File: config.mk
export PLATFORM = sky130hd
export DESIGN_NAME = mdio_responder
export DESIGN_NICKNAME = d
export VERILOG_FILES = /design/src/rtl/mdio_pkg.sv /design/src/rtl/mdio_regfile.sv /design/src/rtl/mdio_responder.sv
export SDC_FILE = /design/constraint.sdc
export NUM_CORES = 1
export LEC_CHECK = 0
export ABC_AREA = 0
export BUFFER_PORTS_ARGS = -buffer_cell sky130_fd_sc_hd__buf_2
export CORE_MARGIN = 3
export CORE_UTILIZATION = 40
export DETAILED_ROUTE_END_ITERATION = 7
export SYNTH_ARGS = -nofsm -noshare
export SYNTH_HDL_FRONTEND = slang
export SYNTH_SLANG_ARGS = --single-unit
File: constraint.sdc
create_clock -name clk -period 2.9 [get_ports clk]
set_clock_uncertainty 0.2 [all_clocks]
set_input_delay 0.145 -clock clk [delete_from_list [all_inputs] [get_ports clk]]
set_output_delay 0.145 -clock clk [all_outputs]
set_load 0.005 [all_outputs]
File: src/rtl/mdio_pkg.sv
// Shared Clause-22 MDIO frame constants and responder state encoding.
package mdio_pkg;

    localparam int unsigned ADDR_W   = 5;
    localparam int unsigned DATA_W   = 16;
    localparam int unsigned OP_W     = 2;
    localparam int unsigned NUM_REGS = 32;

    // Frame bit indices, counted from the first bit after the preamble.
    localparam logic [4:0] ST_POS     = 5'd0;
    localparam logic [4:0] ST_LAST    = 5'd1;
    localparam logic [4:0] OP_POS     = 5'd2;
    localparam logic [4:0] PHY_POS    = 5'd4;
    localparam logic [4:0] REG_POS    = 5'd9;
    localparam logic [4:0] HDR_LAST   = 5'd13;
    localparam logic [4:0] TA_POS     = 5'd14;
    localparam logic [4:0] TA_LAST    = 5'd15;
    localparam logic [4:0] DATA_POS   = 5'd16;
    localparam logic [4:0] FRAME_LAST = 5'd31;

    localparam logic [OP_W-1:0] OP_READ  = 2'b10;
    localparam logic [OP_W-1:0] OP_WRITE = 2'b01;
    localparam logic [1:0]      ST_CODE  = 2'b01;
    localparam logic [1:0]      TA_WR    = 2'b10;

    localparam logic [2:0] IDLE  = 3'd0;
    localparam logic [2:0] HDR   = 3'd1;
    localparam logic [2:0] RTA   = 3'd2;
    localparam logic [2:0] RDATA = 3'd3;
    localparam logic [2:0] WTA   = 3'd4;
    localparam logic [2:0] WDATA = 3'd5;
    localparam logic [2:0] SKIP  = 3'd6;

endpackage

File: src/rtl/mdio_regfile.sv
// 32 x 16 register file: one synchronous write port, one asynchronous read port.
module mdio_regfile
    import mdio_pkg::*;
#(
    parameter logic [DATA_W-1:0] REG_RESET = 16'h0000
) (
    input  logic              clk_i,
    input  logic              rst_ni,
    input  logic              we_i,
    input  logic [ADDR_W-1:0] waddr_i,
    input  logic [DATA_W-1:0] wdata_i,
    input  logic [ADDR_W-1:0] raddr_i,
    output logic [DATA_W-1:0] rdata_o
);

    logic [DATA_W-1:0] mem_q [NUM_REGS];

    always_ff @(posedge clk_i or negedge rst_ni) begin
        if (!rst_ni) begin
            for (int i = 0; i < NUM_REGS; i++) begin
                mem_q[i] <= REG_RESET;
            end
        end else if (we_i) begin
            mem_q[waddr_i] <= wdata_i;
        end
    end

    assign rdata_o = mem_q[raddr_i];

endmodule

File: src/rtl/mdio_responder.sv
// MDIO management slave: decodes Clause-22 frames sampled on MDC rises, serves reads
// from the register file and commits writes.
module mdio_responder
    import mdio_pkg::*;
#(
    parameter logic [ADDR_W-1:0] PHY_ADDR  = 5'd1,
    parameter logic [DATA_W-1:0] REG_RESET = 16'h0000
) (
    input  logic              clk,
    input  logic              rst,
    input  logic              MDC,
    input  logic              MDIO_OUT,
    input  logic              MDIO_OE,
    output logic              MDIO_IN,
    output logic              MDIO_IN_OE,
    output logic              REG_WE,
    output logic [ADDR_W-1:0] REG_ADDR,
    output logic [DATA_W-1:0] REG_WDATA,
    output logic              RD_DONE,
    output logic              FRAME_ERR
);

    logic              mdc_q;
    logic [2:0]        state_q, state_d;
    logic [4:0]        bit_cnt_q, bit_cnt_d;
    logic [DATA_W-1:0] sr_q, sr_d;
    logic [ADDR_W-1:0] addr_q, addr_d;
    logic              mdio_in_q, mdio_in_d;
    logic              in_oe_q, in_oe_d;
    logic              we_q, we_d;
    logic              rd_done_q, rd_done_d;
    logic              ferr_q, ferr_d;
    logic [ADDR_W-1:0] reg_addr_q, reg_addr_d;
    logic [DATA_W-1:0] reg_wdata_q, reg_wdata_d;

    logic              rise;
    logic [11:0]       hdr;
    logic [OP_W-1:0]   hdr_op;
    logic [ADDR_W-1:0] hdr_phy;
    logic [ADDR_W-1:0] hdr_reg;
    logic [DATA_W-1:0] shift_in;
    logic              rf_we;
    logic [DATA_W-1:0] rf_rdata;

    assign rise     = ~mdc_q & MDC;
    // Bits 2..13 of the frame, valid on the rise of bit 13.
    assign hdr      = {sr_q[10:0], MDIO_OUT};
    assign hdr_op   = hdr[11:10];
    assign hdr_phy  = hdr[9:5];
    assign hdr_reg  = hdr[4:0];
    assign shift_in = {sr_q[DATA_W-2:0], MDIO_OUT};

    mdio_regfile #(
        .REG_RESET(REG_RESET)
    ) u_regfile (
        .clk_i  (clk),
        .rst_ni (rst),
        .we_i   (rf_we),
        .waddr_i(addr_q),
        .wdata_i(shift_in),
        .raddr_i(hdr_reg),
        .rdata_o(rf_rdata)
    );

    always_comb begin
        state_d     = state_q;
        bit_cnt_d   = bit_cnt_q;
        sr_d        = sr_q;
        addr_d      = addr_q;
        mdio_in_d   = mdio_in_q;
        in_oe_d     = in_oe_q;
        reg_addr_d  = reg_addr_q;
        reg_wdata_d = reg_wdata_q;
        we_d        = 1'b0;
        rd_done_d   = 1'b0;
        ferr_d      = 1'b0;
        rf_we       = 1'b0;

        if (rise) begin
            case (state_q)
                IDLE: begin
                    if (MDIO_OE && MDIO_OUT == ST_CODE[1]) begin
                        bit_cnt_d = ST_LAST;
                        state_d   = HDR;
                    end
                end
                HDR: begin
                    bit_cnt_d = bit_cnt_q + 5'd1;
                    sr_d      = shift_in;
                    if (!MDIO_OE) begin
                        ferr_d  = 1'b1;
                        state_d = IDLE;
                    end else if (bit_cnt_q == ST_LAST && MDIO_OUT != ST_CODE[0]) begin
                        ferr_d  = 1'b1;
                        state_d = IDLE;
                    end else if (bit_cnt_q == HDR_LAST) begin
                        addr_d = hdr_reg;
                        if (hdr_op != OP_READ && hdr_op != OP_WRITE) begin
                            ferr_d  = 1'b1;
                            state_d = SKIP;
                        end else if (hdr_phy != PHY_ADDR) begin
                            state_d = SKIP;
                        end else if (hdr_op == OP_READ) begin
                            sr_d       = rf_rdata;
                            reg_addr_d = hdr_reg;
                            state_d    = RTA;
                        end else begin
                            state_d = WTA;
                        end
                    end
                end
                RTA: begin
                    // Drive the turnaround zero; data bits follow from RDATA.
                    in_oe_d   = 1'b1;
                    mdio_in_d = 1'b0;
                    bit_cnt_d = bit_cnt_q + 5'd1;
                    state_d   = RDATA;
                end
                RDATA: begin
                    if (bit_cnt_q == FRAME_LAST) begin
                        in_oe_d   = 1'b0;
                        mdio_in_d = 1'b0;
                        rd_done_d = 1'b1;
                        state_d   = IDLE;
                    end else begin
                        mdio_in_d = sr_q[DATA_W-1];
                        sr_d      = {sr_q[DATA_W-2:0], 1'b0};
                        bit_cnt_d = bit_cnt_q + 5'd1;
                    end
                end
                WTA: begin
                    bit_cnt_d = bit_cnt_q + 5'd1;
                    if (!MDIO_OE) begin
                        ferr_d  = 1'b1;
                        state_d = IDLE;
                    end else if ((bit_cnt_q == TA_POS && MDIO_OUT != TA_WR[1]) ||
                                 (bit_cnt_q == TA_LAST && MDIO_OUT != TA_WR[0])) begin
                        ferr_d  = 1'b1;
                        state_d = SKIP;
                    end else if (bit_cnt_q == TA_LAST) begin
                        state_d = WDATA;
                    end
                end
                WDATA: begin
                    if (!MDIO_OE) begin
                        ferr_d  = 1'b1;
                        state_d = IDLE;
                    end else begin
                        sr_d      = shift_in;
                        bit_cnt_d = bit_cnt_q + 5'd1;
                        if (bit_cnt_q == FRAME_LAST) begin
                            rf_we       = 1'b1;
                            we_d        = 1'b1;
                            reg_addr_d  = addr_q;
                            reg_wdata_d = shift_in;
                            state_d     = IDLE;
                        end
                    end
                end
                SKIP: begin
                    if (bit_cnt_q == FRAME_LAST) begin
                        state_d = IDLE;
                    end else begin
                        bit_cnt_d = bit_cnt_q + 5'd1;
                    end
                end
                default: state_d = IDLE;
            endcase
        end

        if (state_d == IDLE) begin
            bit_cnt_d = ST_POS;
        end
    end

    always_ff @(posedge clk or negedge rst) begin
        if (!rst) begin
            mdc_q       <= 1'b0;
            state_q     <= IDLE;
            bit_cnt_q   <= '0;
            sr_q        <= '0;
            addr_q      <= '0;
            mdio_in_q   <= 1'b0;
            in_oe_q     <= 1'b0;
            we_q        <= 1'b0;
            rd_done_q   <= 1'b0;
            ferr_q      <= 1'b0;
            reg_addr_q  <= '0;
            reg_wdata_q <= '0;
        end else begin
            mdc_q       <= MDC;
            state_q     <= state_d;
            bit_cnt_q   <= bit_cnt_d;
            sr_q        <= sr_d;
            addr_q      <= addr_d;
            mdio_in_q   <= mdio_in_d;
            in_oe_q     <= in_oe_d;
            we_q        <= we_d;
            rd_done_q   <= rd_done_d;
            ferr_q      <= ferr_d;
            reg_addr_q  <= reg_addr_d;
            reg_wdata_q <= reg_wdata_d;
        end
    end

    assign MDIO_IN    = mdio_in_q;
    assign MDIO_IN_OE = in_oe_q;
    assign REG_WE     = we_q;
    assign RD_DONE    = rd_done_q;
    assign FRAME_ERR  = ferr_q;
    assign REG_ADDR   = reg_addr_q;
    assign REG_WDATA  = reg_wdata_q;

endmodule

### After elaboration in Yosys (flattened, before gate mapping)

Cells that the tools add are included.

* input bits: 5
* word-level logic and storage cells: 168
* output and inout port bits: 26
* bits in registers: 568

* magnitude comparators: 3
* bitwise logic cells: 6
* multiplexer cells: 63
* equal/unequal tests: 28
* $add $sub $neg: 1
* reduce and logical (&&, ||, !) cells: 23

Operators by type and width (count)
* 512-bit bitwise mux: 1
* 16-bit 2-to-1 mux: 11
* 16-bit binary-select mux with 5-bit select: 1
* 16-bit demux with 5-bit select: 1
* 5-bit 2-to-1 mux: 13
* 16-bit one-hot mux with 3 select lines: 1
* 3-bit 2-to-1 mux: 13
* 2-bit inequality test, second input constant: 11
* 5-bit one-hot mux with 4 select lines: 1
* 3-bit one-hot mux with 6 select lines: 1
* 1-bit 2-to-1 mux: 16
* 5-bit by 4-bit equality test with 1-bit output, second input constant: 3
* 6-bit >= comparator, second input constant: 2
* 5-bit inverter with 6-bit output: 2
* 5-bit one-hot mux with 2 select lines: 1
* 10-bit AND reduction: 1
* 5-bit AND reduction: 2
* 3-bit equality test, second input constant: 3
* 4-bit AND reduction: 2
* 3-bit by 2-bit equality test with 1-bit output, second input constant: 2
* 1-bit logical AND: 6
* 3-bit zero test: 2
* 6-bit by 1-bit < comparator with 1-bit output, second input constant: 1
* 3-bit inequality test, second input constant: 2
* other kinds (20): 25

### Logic depth before layout (Yosys ltp)

Gate-level depths: netlist of run 1.

* depth in word-level cells: 12
* gate-level depth with buffers: 11
* mapped depth without buffers: 8

### Cells and area by module

Synthesis of run 1 repeated with hierarchy kept, for this count alone.

* cell total of the unflattened synthesis: 1992
* area, all modules: 26779.4 um^2

Modules (own cells, without submodules)
* mdio_regfile: area each 23902.9 um^2, sequential area each 12812.3 um^2, cells each 1730, times used 1
* mdio_responder: area each 2876.5 um^2, sequential area each 1401.3 um^2, cells each 262, times used 1

### Worst setup path after synthesis of run 1

OpenSTA, ideal clock, no wires.

* path kind: register -> register
* start point: register bit_cnt_q[0]
* end point: register u_regfile.mem_q[453] (netlist name)
* stages on the path, launching flop included: 11
* setup slack: -0.018 ns
* clock period less this slack: 2.918 ns
* buffers on the path: 2
* setup time: 0.125 ns
* data arrival time: 2.594 ns
* required time: 2.575 ns
* path through: dfrtp_1 -> ha_1 -> and3_1 -> ha_1 -> clkbuf_1 -> nand2_1 -> nor3_4 -> nand3_2 -> nor4_4 -> buf_4 -> mux2_2

* longest elaborated chain between the ends: 5

Ends and longest elaborated chain
* from (decl): line mdio_responder.sv:25 `logic [4:0] bit_cnt_q, bit_cnt_d;`
* from (signal assigned): line mdio_responder.sv:193 `bit_cnt_q <= bit_cnt_d;`
* 5-bit equality test: line mdio_responder.sv:151 `if (bit_cnt_q == FRAME_LAST) begin`
* 1-bit 2-to-1 mux: line mdio_responder.sv:151
* 1-bit 2-to-1 mux: line mdio_responder.sv:145 `if (!MDIO_OE) begin`
* 1-bit 2-to-1 mux: line mdio_responder.sv:80 `case (state_q)`
* 1-bit 2-to-1 mux: line mdio_responder.sv:79 `if (rise) begin`
* to (signal, indexed assignment): line mdio_regfile.sv:24 `mem_q[waddr_i] <= wdata_i;`
* to (decl): line mdio_regfile.sv:16 `logic [DATA_W-1:0] mem_q [NUM_REGS];`

No other way between the ends.
A chain may end at the register's enable or synchronous reset.

### Worst setup path in the final report of run 1

* start point: register bit_cnt_q[0]
* end point: register u_regfile.mem_q[324] (netlist name)

Same word-level chain as after synthesis.

==> results of run 1 <==
## stage by stage
stage	power, mW	setup TNS [ns]	std cells
6_report	18.9	0	2826
5_1_grt	19.6	-0.0407	2825
4_1_cts	19.1	0	2821
3_5_place_dp	11.5	0	2711
3_3_place_gp	11.4	0	2711
2_1_floorplan	9.94	0	1846
## routing by layer
metal,up-vias,wire (um)
met5,-,0
met4,0,2250
met3,103,2710
met2,322,33100
met1,8594,30600
li1,6994,-
## registers in the layout, summed over array words and instances, names as in the netlist
name	flops
state_q	3
MDIO_IN	1
RD_DONE	1
REG_WDATA	16
REG_WE	1
sr_q	16
u_regfile.mem_q	512
FRAME_ERR	1
MDIO_IN_OE	1
addr_q	5
mdc_q	1
bit_cnt_q	5
REG_ADDR	5
## cells by family after synthesis
logic type,Yosys count,share of synthesized area
mux,717,0.335
flops,568,0.537
simple gates,224,0.0494
buf+inv,178,0.0339
compound gates,150,0.0414
fa+ha+maj,8,0.00368
xor+xnor,1,0.000331
## layout by cell type, fill, tap and decap left out, drive strengths merged, types with 3 or more instances in the layout
cell,n
nand3b,6
o211ai,3
nand2b,5
clkinv,6
inv,11
nor3b,7
nor2b,9
a222oi,3
buf,181
a21oi,15
a211oi,5
ha,7
mux2,533
a221o,8
and3,13
or2,4
nand3,29
mux4,82
o41ai,3
dlygate4sd3,5
o21ai,12
dfrtp,568
nand4b,6
bufinv,3
nand4,10
nor3,10
a22oi,62
and2,4
nor4,5
a31oi,13
nand2,70
mux2i,102
nor2,37
clkbuf,96
## worst max path at each step
| stage | start | end | depth (start not counted) |
|---|---|---|---|
| after floorplan | bit_cnt_q[0] | u_regfile.mem_q[453] | 10 |
| after global placement | bit_cnt_q[0] | u_regfile.mem_q[442] | 9 |
| after detailed placement | bit_cnt_q[1] | u_regfile.mem_q[444] | 9 |
| after CTS | bit_cnt_q[0] | u_regfile.mem_q[444] | 9 |
| after global routing | bit_cnt_q[0] | u_regfile.mem_q[179] | 11 |
| final | bit_cnt_q[0] | u_regfile.mem_q[324] | 11 |
## worst max-delay path, stage by stage (launching register included)
cell,delay (ns)
dfrtp_1,0.36
ha_2,0.19
and3_4,0.20
ha_2,0.18
nand2_1,0.08
nor3_4,0.19
buf_6,0.15
nand3_4,0.12
buf_6,0.19
nor2b_4,0.23
clkbuf_16,0.22
mux2_2,0.33
## layout make-up
| class | count | share of cell area |
|---|---|---|
| diodes | 1 | 0.0000820 |
| clock buffers | 95 | 0.0588 |
| clock inverters | 9 | 0.00406 |
| inverters | 11 | 0.00135 |
| multi-input cells | 1100 | 0.374 |
| flip-flops and latches | 568 | 0.466 |
| well taps | 855 | 0.0351 |
| repair buffers | 187 | 0.0600 |
## power by group
| group | total (mW) | switching [mW] | internal, mW |
|---|---|---|---|
| Combinational | 3.04 | 2.12 | 0.920 |
| Sequential | 8.34 | 0.285 | 8.05 |
| Clock | 7.53 | 3.08 | 4.45 |
| Total | 18.9 | 5.48 | 13.4 |
## what timing repair did
action | 4_1_cts | 5_1_grt
hold buffers | 6 | 0
buffers inserted | 0 | 3
resized for setup | 0 | 8
endpoints found under the hold margin | 588 | 0
setup endpoints to repair | 0 | 473
==> out/results.tsv, run 1 <==
stage	metric	value	unit
synth	EDFF count, synth	0	
detailed_routing	via count	16013	
critical_path	Startpoint Class	register	
clocking	Reg clk slew, reported paths	0.06	ns
cells_and_area	nets	1938	
timing	Final setup viols	0	
clocking	TritonCTS Buffers	58	
clocking	Sink Count	568	
outcome	status	completed	
detailed_routing	antenna-violating nets left	0	
synth	Syn Inst Count	1846	
placement	GP Congestion	0.860	
global_route	Total GRT Usage	0.197	
clocking	CTS tree	yes	
synth	Post-synth top flop	dfrtp_1	
global_route	GRT met3 Usage	0.0254	
timing	final setup margin	0.101	ns
critical_path	worst r2r path cells	11	
global_route	first-pass GRT wire length	106	mm
hold_path	HP Class	input port to async pin	
power	total power per unit cell area	620	mW/mm^2
run	max cap viols	0	
timing	Final Cycle Share	0.965	
synth	Net Count, Synth	1858	
clocking	worst skew pair latency	0.62	ns
timing	minimum clock period	2.80	ns
critical_path	Worst Setup End Kind	register	
detailed_routing	via density per instance	5.67	
synth	Syn Std Cell Area	0.0265	sq mm
global_route	grt total ovfl	0	
floorplan	Core Region	0.0649	sq mm
detailed_routing	final wirelength	68.7	mm
critical_path	CP Data Required Time	3.20	ns
detailed_routing	DRT Pass-1 Iters	5	
clocking	clk buf depth	3	
floorplan	standard-cell rows	93	
global_route	largest net degree at the start of global routing	102	
cells_and_area	Layout Utilization	0.470	
synth	area leader, netlist	dfrtp_1	
global_route	Most Used Layer, Global Route	met2	
detailed_routing	DR WL/cell	24.3	um
detailed_routing	drt drc	0	
timing	Tightest Pin Transition	1.34	ns
clocking	clk root buf	clkbuf_16	
cells_and_area	area of the multi-input gates	0.0114	sq mm
synth	Unique masters post-synth	73	
timing	Max Clk Rate	0.357	GHz
critical_path	Reg2Reg Launch Point	bit_cnt_q[0]	
power	VDD IR max	0.497	mV
critical_path	CP max FO	8	
timing	Slew Viols, Final	0	
synth	Area contributors post-synth	dfrtp_1, mux2_2, mux4_2	
cells_and_area	final instance area	0.0305	sq mm
global_route	met1 Use GR	0.268	
timing	worst hold slack	0.0528	ns
placement	dpl hpwl	43.7	mm
clocking	CTS H-tree depth	2	
critical_path	WS Path Type	register to register	
synth	sequential cell area fraction in the yosys report	0.537	
synth	share of the synthesized area in the top cell type	0.537	
cells_and_area	Fillers	5706	
cells_and_area	share of cells above drive strength 1	0.474	
detailed_routing	drt first-iter violations	977	
floorplan	Die X	263	um
critical_path	CP arrival	3.10	ns
cells_and_area	FF+latch area	0.0142	sq mm
floorplan	Die Span Y	263	um
synth	syn avg cell area	14.4	sq um
floorplan	full die area	0.0694	sq mm
floorplan	IO Count	31	
global_route	met2 GRT Util	0.327	
synth	Synth warnings	0	
timing	Max-slew headroom	0.107	
power	static leakage	15.0	nW
global_route	initial antenna violation count	0	
critical_path	R2R Path End	u_regfile.mem_q[324]	
placement	PortBufs	30	
global_route	vias in the first global route	16957	
cells_and_area	area grow syn2layout	15.1	%
synth	commonest cells in the netlist	dfrtp_1, mux2_2, mux2i_1, clkbuf_1, mux4_2	
synth	FF+latch count, synth	568	
synth	dominant cell by count in the synthesized netlist	dfrtp_1	
timing	Final Hold Fails	0	
placement	Setup WS pre-CTS	0.0614	ns
critical_path	setup slack, reg-to-reg	0.10	ns
floorplan	Initial Util	0.408	
placement	DP Area	0.0284	sq mm
synth	Synth async-reset ratio	1.00	
No activity file was read; power rests on OpenSTA's default activity.
==> run 2, diff against run 1 <==
==> constraint.sdc (replaced) <==
create_clock -name clk -period 2.5 [get_ports clk]
set_clock_uncertainty 0.2 [all_clocks]
set_input_delay 0.125 -clock clk [delete_from_list [all_inputs] [get_ports clk]]
set_output_delay 0.125 -clock clk [all_outputs]
set_load 0.005 [all_outputs]
==> run 2 against run 1 <==
The run now ends with negative setup slack left. Final cell count increased by 1.7%. Die area unchanged. First-iteration DRC count increased by 36%. Count of clock-buffer cells in the layout down 3. Setup slack lost 0.32 ns. Wire length up 8.1%. Non-clock buffer count up 38. Hold slack got worse by 0.040 ns. Utilization up 3.2 points.
==> out/results.tsv, run 2 (synthesis gave the netlist of run 1 again) <==
stage	metric	value	unit	change
outcome	status	finished with violations		
outcome	failing checks	negative setup slack		
critical_path	Startpoint Class	register		
critical_path	CP max FO	8		unchanged
hold_path	HP Class	input port to register		
detailed_routing	uppermost routed layer	met4		
floorplan	Die Span Y	263	um	unchanged
clocking	clk root buf	clkbuf_16		
critical_path	setup slack, reg-to-reg	-0.22	ns	-0.32 ns
timing	Slew Viols, Final	0		unchanged
cells_and_area	n_diodes	0		-1
timing	Max Clk Rate	0.368	GHz	+3.0%
floorplan	Initial Util	0.408		unchanged
detailed_routing	via density per instance	5.74		+1.4%
floorplan	full die area	0.0694	sq mm	unchanged
timing	Final setup viols	527		+527
detailed_routing	met2 wire len	35.7	mm	+7.7%
detailed_routing	drt first-iter violations	1324		+36%
global_route	first-pass GRT wire length	113	mm	+6.5%
timing	setup TNS	-71.95	ns	-71.95 ns
timing	final setup margin	-0.219	ns	-0.320 ns
clocking	worst skew pair latency	0.63	ns	about the same
placement	dpl hpwl	44.8	mm	+2.5%
clocking	CTS tree	yes		
critical_path	CP Data Required Time	2.79	ns	-0.41 ns
cells_and_area	Fillers	5456		-4.4%
global_route	initial antenna violation count	0		unchanged
cells_and_area	max FFs per register	512		unchanged
placement	GP Congestion	0.835		-3.0%
power	static leakage	15.7	nW	+4.3%
floorplan	IO Count	31		unchanged
global_route	Total GRT Usage	0.212		+0.0148
detailed_routing	final wirelength	74.2	mm	+8.1%
floorplan	standard-cell rows	93		unchanged
floorplan	Die X	263	um	unchanged
timing	minimum clock period	2.72	ns	-0.0805 ns
critical_path	Worst Setup End Kind	register		
detailed_routing	antenna-violating nets left	0		unchanged
cells_and_area	nets	1988		+2.6%
clocking	CTS H-tree depth	2		unchanged
detailed_routing	met3 WL post-DR	3.59	mm	+33%
timing	Final Hold Fails	0		unchanged
cells_and_area	most common cell after layout, fill and taps aside	dfrtp_1		
power	VDD IR max	0.567	mV	+14%
cells_and_area	share of cells above drive strength 1	0.496		+0.0219
critical_path	WS Path Type	register to register		
global_route	grt total ovfl	0		unchanged
timing	Tightest Pin Transition	1.13	ns	-0.211 ns
timing	Final Cycle Share	1.09		+0.122
placement	Setup WS pre-CTS	-0.267	ns	-0.329 ns
clocking	TritonCTS Buffers	60		+3.4%
global_route	largest net degree at the start of global routing	112		+9.8%
power	total power per unit cell area	695	mW/mm^2	+12%
detailed_routing	drt drc	0		unchanged
detailed_routing	via count	16513		+3.1%
cells_and_area	commonest cells after routing, fill and taps aside	dfrtp_1, mux2_2, mux2_4		
detailed_routing	DR WL/cell	25.8	um	+6.2%
detailed_routing	DRT met1 WL	32.8	mm	+7.2%
placement	dpl cells	2724		+0.48%
timing	RSZ-0062 raised after global routing	yes		
critical_path	CP arrival	3.00	ns	-0.10 ns
cells_and_area	area grow syn2layout	22.9	%	
placement	PortBufs	30		unchanged
clocking	Reg clk slew, reported paths	0.06	ns	about the same
cells_and_area	non-filler cells, final	2875		+1.7%
clocking	Sink Count	568		unchanged
floorplan	Core Region	0.0649	sq mm	unchanged
timing	worst hold slack	0.0126	ns	-0.0402 ns
clocking	clk buf depth	3		unchanged
detailed_routing	DRT Pass-1 Iters	5		unchanged
run	max cap viols	0		unchanged
timing	Max-slew headroom	0.245		+0.138
cells_and_area	Reg with most FFs	u_regfile.mem_q		
global_route	vias in the first global route	17363		+2.4%
## run 2: changes by cell type in the layout (fill, tap and decap cells not counted), moves of 4 or more
| cell | delta |
|---|---|
| buf_6 | +4 |
| mux2_2 | -198 |
| mux2_4 | +198 |
| nor2_2 | -7 |
| buf_12 | +29 |
| nor2_4 | +9 |
| nand2_8 | +20 |
| nand2_2 | -11 |
## run 2: metal layers
metal  up-vias  GRT usage
met1      8867      0.299
met5         -          0
met2       425      0.343
met3       121     0.0295
li1       7100          -
met4         0     0.0615
## run 2: path summary, 6_finish.rpt
check,from,endpoint,depth (start not counted)
max in group asynchronous,rst,u_regfile.mem_q[434],4
hold / removal,MDIO_OE,REG_WE,5
min in group asynchronous,rst,u_regfile.mem_q[36],4
hold reg to reg,MDIO_IN_OE,MDIO_IN_OE,2
setup / recovery,bit_cnt_q[0],u_regfile.mem_q[327],11
setup reg to reg,bit_cnt_q[0],u_regfile.mem_q[327],11
## run 2: worst max-delay path, stage by stage (launching register included)
cell	delay (ns)
dfrtp_1	0.35
ha_2	0.19
and3_4	0.20
ha_4	0.15
nand2_4	0.05
nor3_4	0.22
buf_6	0.16
nand3_4	0.10
buf_6	0.19
nor2b_4	0.24
buf_12	0.19
mux2_4	0.31
## run 2: area by class of cell
class                      count  area [sq um]  share of cell area
tap                          855          1070              0.0329
multi-input combinational   1110         12700               0.390
clock buffer                  92          1760              0.0542
timing repair buffer         225          2560              0.0786
sequential                   568         14200               0.437
clock inverter                14           199             0.00611
inverter                      11          41.3             0.00127
## run 2: what timing repair did
action | CTS | global route
gates resized for setup | 61 | 21
cloned | 12 | 3
setup buffers | 10 | 12
hold endpoints to repair | 606 | 0
hold buffers | 8 | 0
pin swaps | 7 | 5
setup endpoints to repair | 528 | 533
## run 2: report_power, final
part	internal, mW	leakage (nW)	switching, mW	total (mW)
Sequential	9.34	7.88	0.377	9.72
Combinational	1.31	6.85	2.60	3.92
Clock	5.32	0.966	3.66	8.99
## run 2: metrics by stage
stage	cell area [sq um]	power, mW	utilization
floorplan	27500	11.7	-
global placement	29600	13.7	0.455
detailed placement	29600	13.7	0.455
CTS	32200	22.8	0.497
global route	32600	23.4	0.501
finish	32600	22.6	0.501
==> run 3, diff against run 2 <==
==> constraint.sdc (replaced) <==
create_clock -name clk -period 3.1 [get_ports clk]
set_clock_uncertainty 0.2 [all_clocks]
set_input_delay 0.155 -clock clk [delete_from_list [all_inputs] [get_ports clk]]
set_output_delay 0.155 -clock clk [all_outputs]
set_load 0.005 [all_outputs]
==> run 3 against run 2 <==
The run now ends clean. First-iteration DRC count decreased by 0.91%. Setup slack improved by 0.36 ns. Combinational power shrank 32%. Utilization shrank 3.3 points. Final area fell by 6.6%. Clock power shrank 19%. Largest cell class unchanged.
==> out/results.tsv, run 3 (synthesis gave the netlist of run 1 again) <==
stage	metric	value	unit	change
outcome	status	completed		
critical_path	Worst Setup End Kind	register		
critical_path	CP Data Required Time	3.41	ns	+0.62 ns
timing	Max-slew headroom	0.187		-0.0584
run	max cap viols	0		unchanged
clocking	CTS H-tree depth	2		unchanged
critical_path	Crit-path slowest cell	dfrtp_1		
critical_path	worst path buffer plus inverter count	1		-2
clocking	clk root buf	clkbuf_16		
floorplan	Initial Util	0.408		unchanged
detailed_routing	drt first-iter violations	1312		-0.91%
placement	Setup WS pre-CTS	0.0798	ns	+0.347 ns
global_route	largest net degree at the start of global routing	109		-2.7%
floorplan	Die Span Y	263	um	unchanged
hold_path	HP Class	input port to async pin		
critical_path	Crit path top cell by count	ha_1		
critical_path	Reg2Reg Launch Point	bit_cnt_q[1]		
critical_path	setup slack, reg-to-reg	0.14	ns	+0.36 ns
floorplan	Die X	263	um	unchanged
power	total power per unit cell area	588	mW/mm^2	-15%
cells_and_area	Reg with most FFs	u_regfile.mem_q		
timing	Final setup viols	0		-100%
timing	setup TNS	0	ns	+71.95 ns
critical_path	Top delay family on crit path	simple AND/OR/NAND/NOR gates		
power	power consumption	17.9	mW	-21%
detailed_routing	via count	16150		-2.2%
cells_and_area	share of cells above drive strength 1	0.466		-0.0293
clocking	Reg clk slew, reported paths	0.06	ns	about the same
clocking	Sink Count	568		unchanged
critical_path	worst path cell trace	ha_1 > and3_1 > ha_1 > nand2_1 > nor3_4 > nor3b_2 > buf_4 > nand2_2 > mux2_2		
clocking	CTS tree	yes		
global_route	initial antenna violation count	1		+1
timing	final setup margin	0.141	ns	+0.360 ns
detailed_routing	via density per instance	5.77		+0.49%
power	static leakage	15.0	nW	-4.5%
critical_path	CP max stage delay	0.41	ns	+0.06 ns
global_route	Total GRT Usage	0.199		-0.0126
floorplan	standard-cell rows	93		unchanged
timing	Tightest Pin Transition	1.22	ns	+0.0913 ns
critical_path	crit path launch	bit_cnt_q[1]		
cells_and_area	area grow syn2layout	14.7	%	
clocking	clk buf depth	3		unchanged
cells_and_area	commonest cells after routing, fill and taps aside	dfrtp_1, mux2_2, mux2i_1		
detailed_routing	antenna-violating nets left	0		unchanged
floorplan	IO Count	31		unchanged
timing	Slew Viols, Final	0		unchanged
cells_and_area	max FFs per register	512		unchanged
cells_and_area	Fillers	5668		+3.9%
floorplan	Core Region	0.0649	sq mm	unchanged
floorplan	full die area	0.0694	sq mm	unchanged
critical_path	Startpoint Class	register		
critical_path	CP arrival	3.27	ns	+0.27 ns
timing	Max Clk Rate	0.338	GHz	-8.1%
placement	dpl hpwl	42.9	mm	-4.1%
detailed_routing	DR WL/cell	24.8	um	-3.9%
critical_path	WS Path Type	register to register		
placement	GP Congestion	0.863		+3.5%
cells_and_area	n_diodes	0		unchanged
placement	PortBufs	30		unchanged
critical_path	Critical Path Stages	9		-2
timing	Final Cycle Share	0.954		-0.133
detailed_routing	DRT Pass-1 Iters	5		unchanged
timing	RSZ-0062 raised after global routing	no		
clocking	TritonCTS Buffers	60		unchanged
global_route	first-pass GRT wire length	107	mm	-5.4%
timing	worst hold slack	0.0233	ns	+0.0107 ns
global_route	grt total ovfl	0		unchanged
detailed_routing	final wirelength	69.4	mm	-6.5%
cells_and_area	area of the multi-input gates	0.0114	sq mm	-10%
critical_path	Setup crit end	u_regfile.mem_q[251]		
cells_and_area	FF+latch area	0.0142	sq mm	about the same
critical_path	R2R Path End	u_regfile.mem_q[251]		
timing	minimum clock period	2.96	ns	+0.240 ns
global_route	vias in the first global route	16827		-3.1%
power	VDD IR max	0.397	mV	-30%
cells_and_area	nets	1906		-4.1%
critical_path	CP max FO	16		+8
cells_and_area	most common cell after layout, fill and taps aside	dfrtp_1		
timing	Final Hold Fails	0		unchanged
critical_path	worst r2r path cells	9		-2
clocking	worst skew pair latency	0.63	ns	about the same
detailed_routing	drt drc	0		unchanged
==> run 3: report_power, final <==
| part | internal (mW) | total, mW | switching (mW) |
|---|---|---|---|
| combinational | 0.793 | 2.68 | 1.89 |
| clock | 4.37 | 7.32 | 2.95 |
| sequential | 7.53 | 7.88 | 0.346 |
==> run 3: area by class of cell <==
class	instances	area share
Sequential cell	568	0.468
Multi-Input combinational cell	1100	0.376
Clock buffer	98	0.0607
Timing Repair Buffer	153	0.0534
Tap cell	855	0.0352
Clock inverter	13	0.00568
Inverter	11	0.00136
==> run 3: how the worst min path moves through the flow <==
stage	startpoint	end	slack (ns)	cells past startpoint
5_1_grt	rst	u_regfile.mem_q[443]	0.04	3
3_3_place_gp	rst	u_regfile.mem_q[458]	-0.04	1
3_5_place_dp	rst	u_regfile.mem_q[399]	-0.04	1
2_1_floorplan	rst	FRAME_ERR	-0.34	0
4_1_cts	rst	u_regfile.mem_q[356]	0.009	3
6_report	rst	u_regfile.mem_q[443]	0.02	3
==> run 3: worst register-to-register path, stage by stage (launching register included) <==
cell and delay, ns:
dfrtp_1 0.41, ha_1 0.21, and3_1 0.22, ha_1 0.19, nand2_1 0.09, nor3_4 0.25, nor3b_2 0.22, buf_4 0.28
nand2_2 0.36, mux2_2 0.42
==> run 3: metrics by stage <==
step                instances  utilization  cell area, sq um
floorplan                1846            -             26500
global placement         2680        0.435             28200
detailed placement       2680        0.435             28200
CTS                      2796        0.467             30300
global route             2798        0.468             30400
finish                   2798        0.468             30400
==> run 3: what timing repair did <==
item | CTS | global route
endpoints found under the hold margin | 459 | 0
setup endpoints to repair | 0 | 207
setup buffers | 0 | 2
hold buffers | 5 | 0
gates resized for setup | 0 | 5
==> run 3: metal layers <==
layer,track usage,vias up,share of wire
met4,0.0587,0,0.027
li1,-,6933,-
met1,0.273,8739,0.44
met2,0.324,359,0.48
met5,0,-,0
met3,0.0374,119,0.049
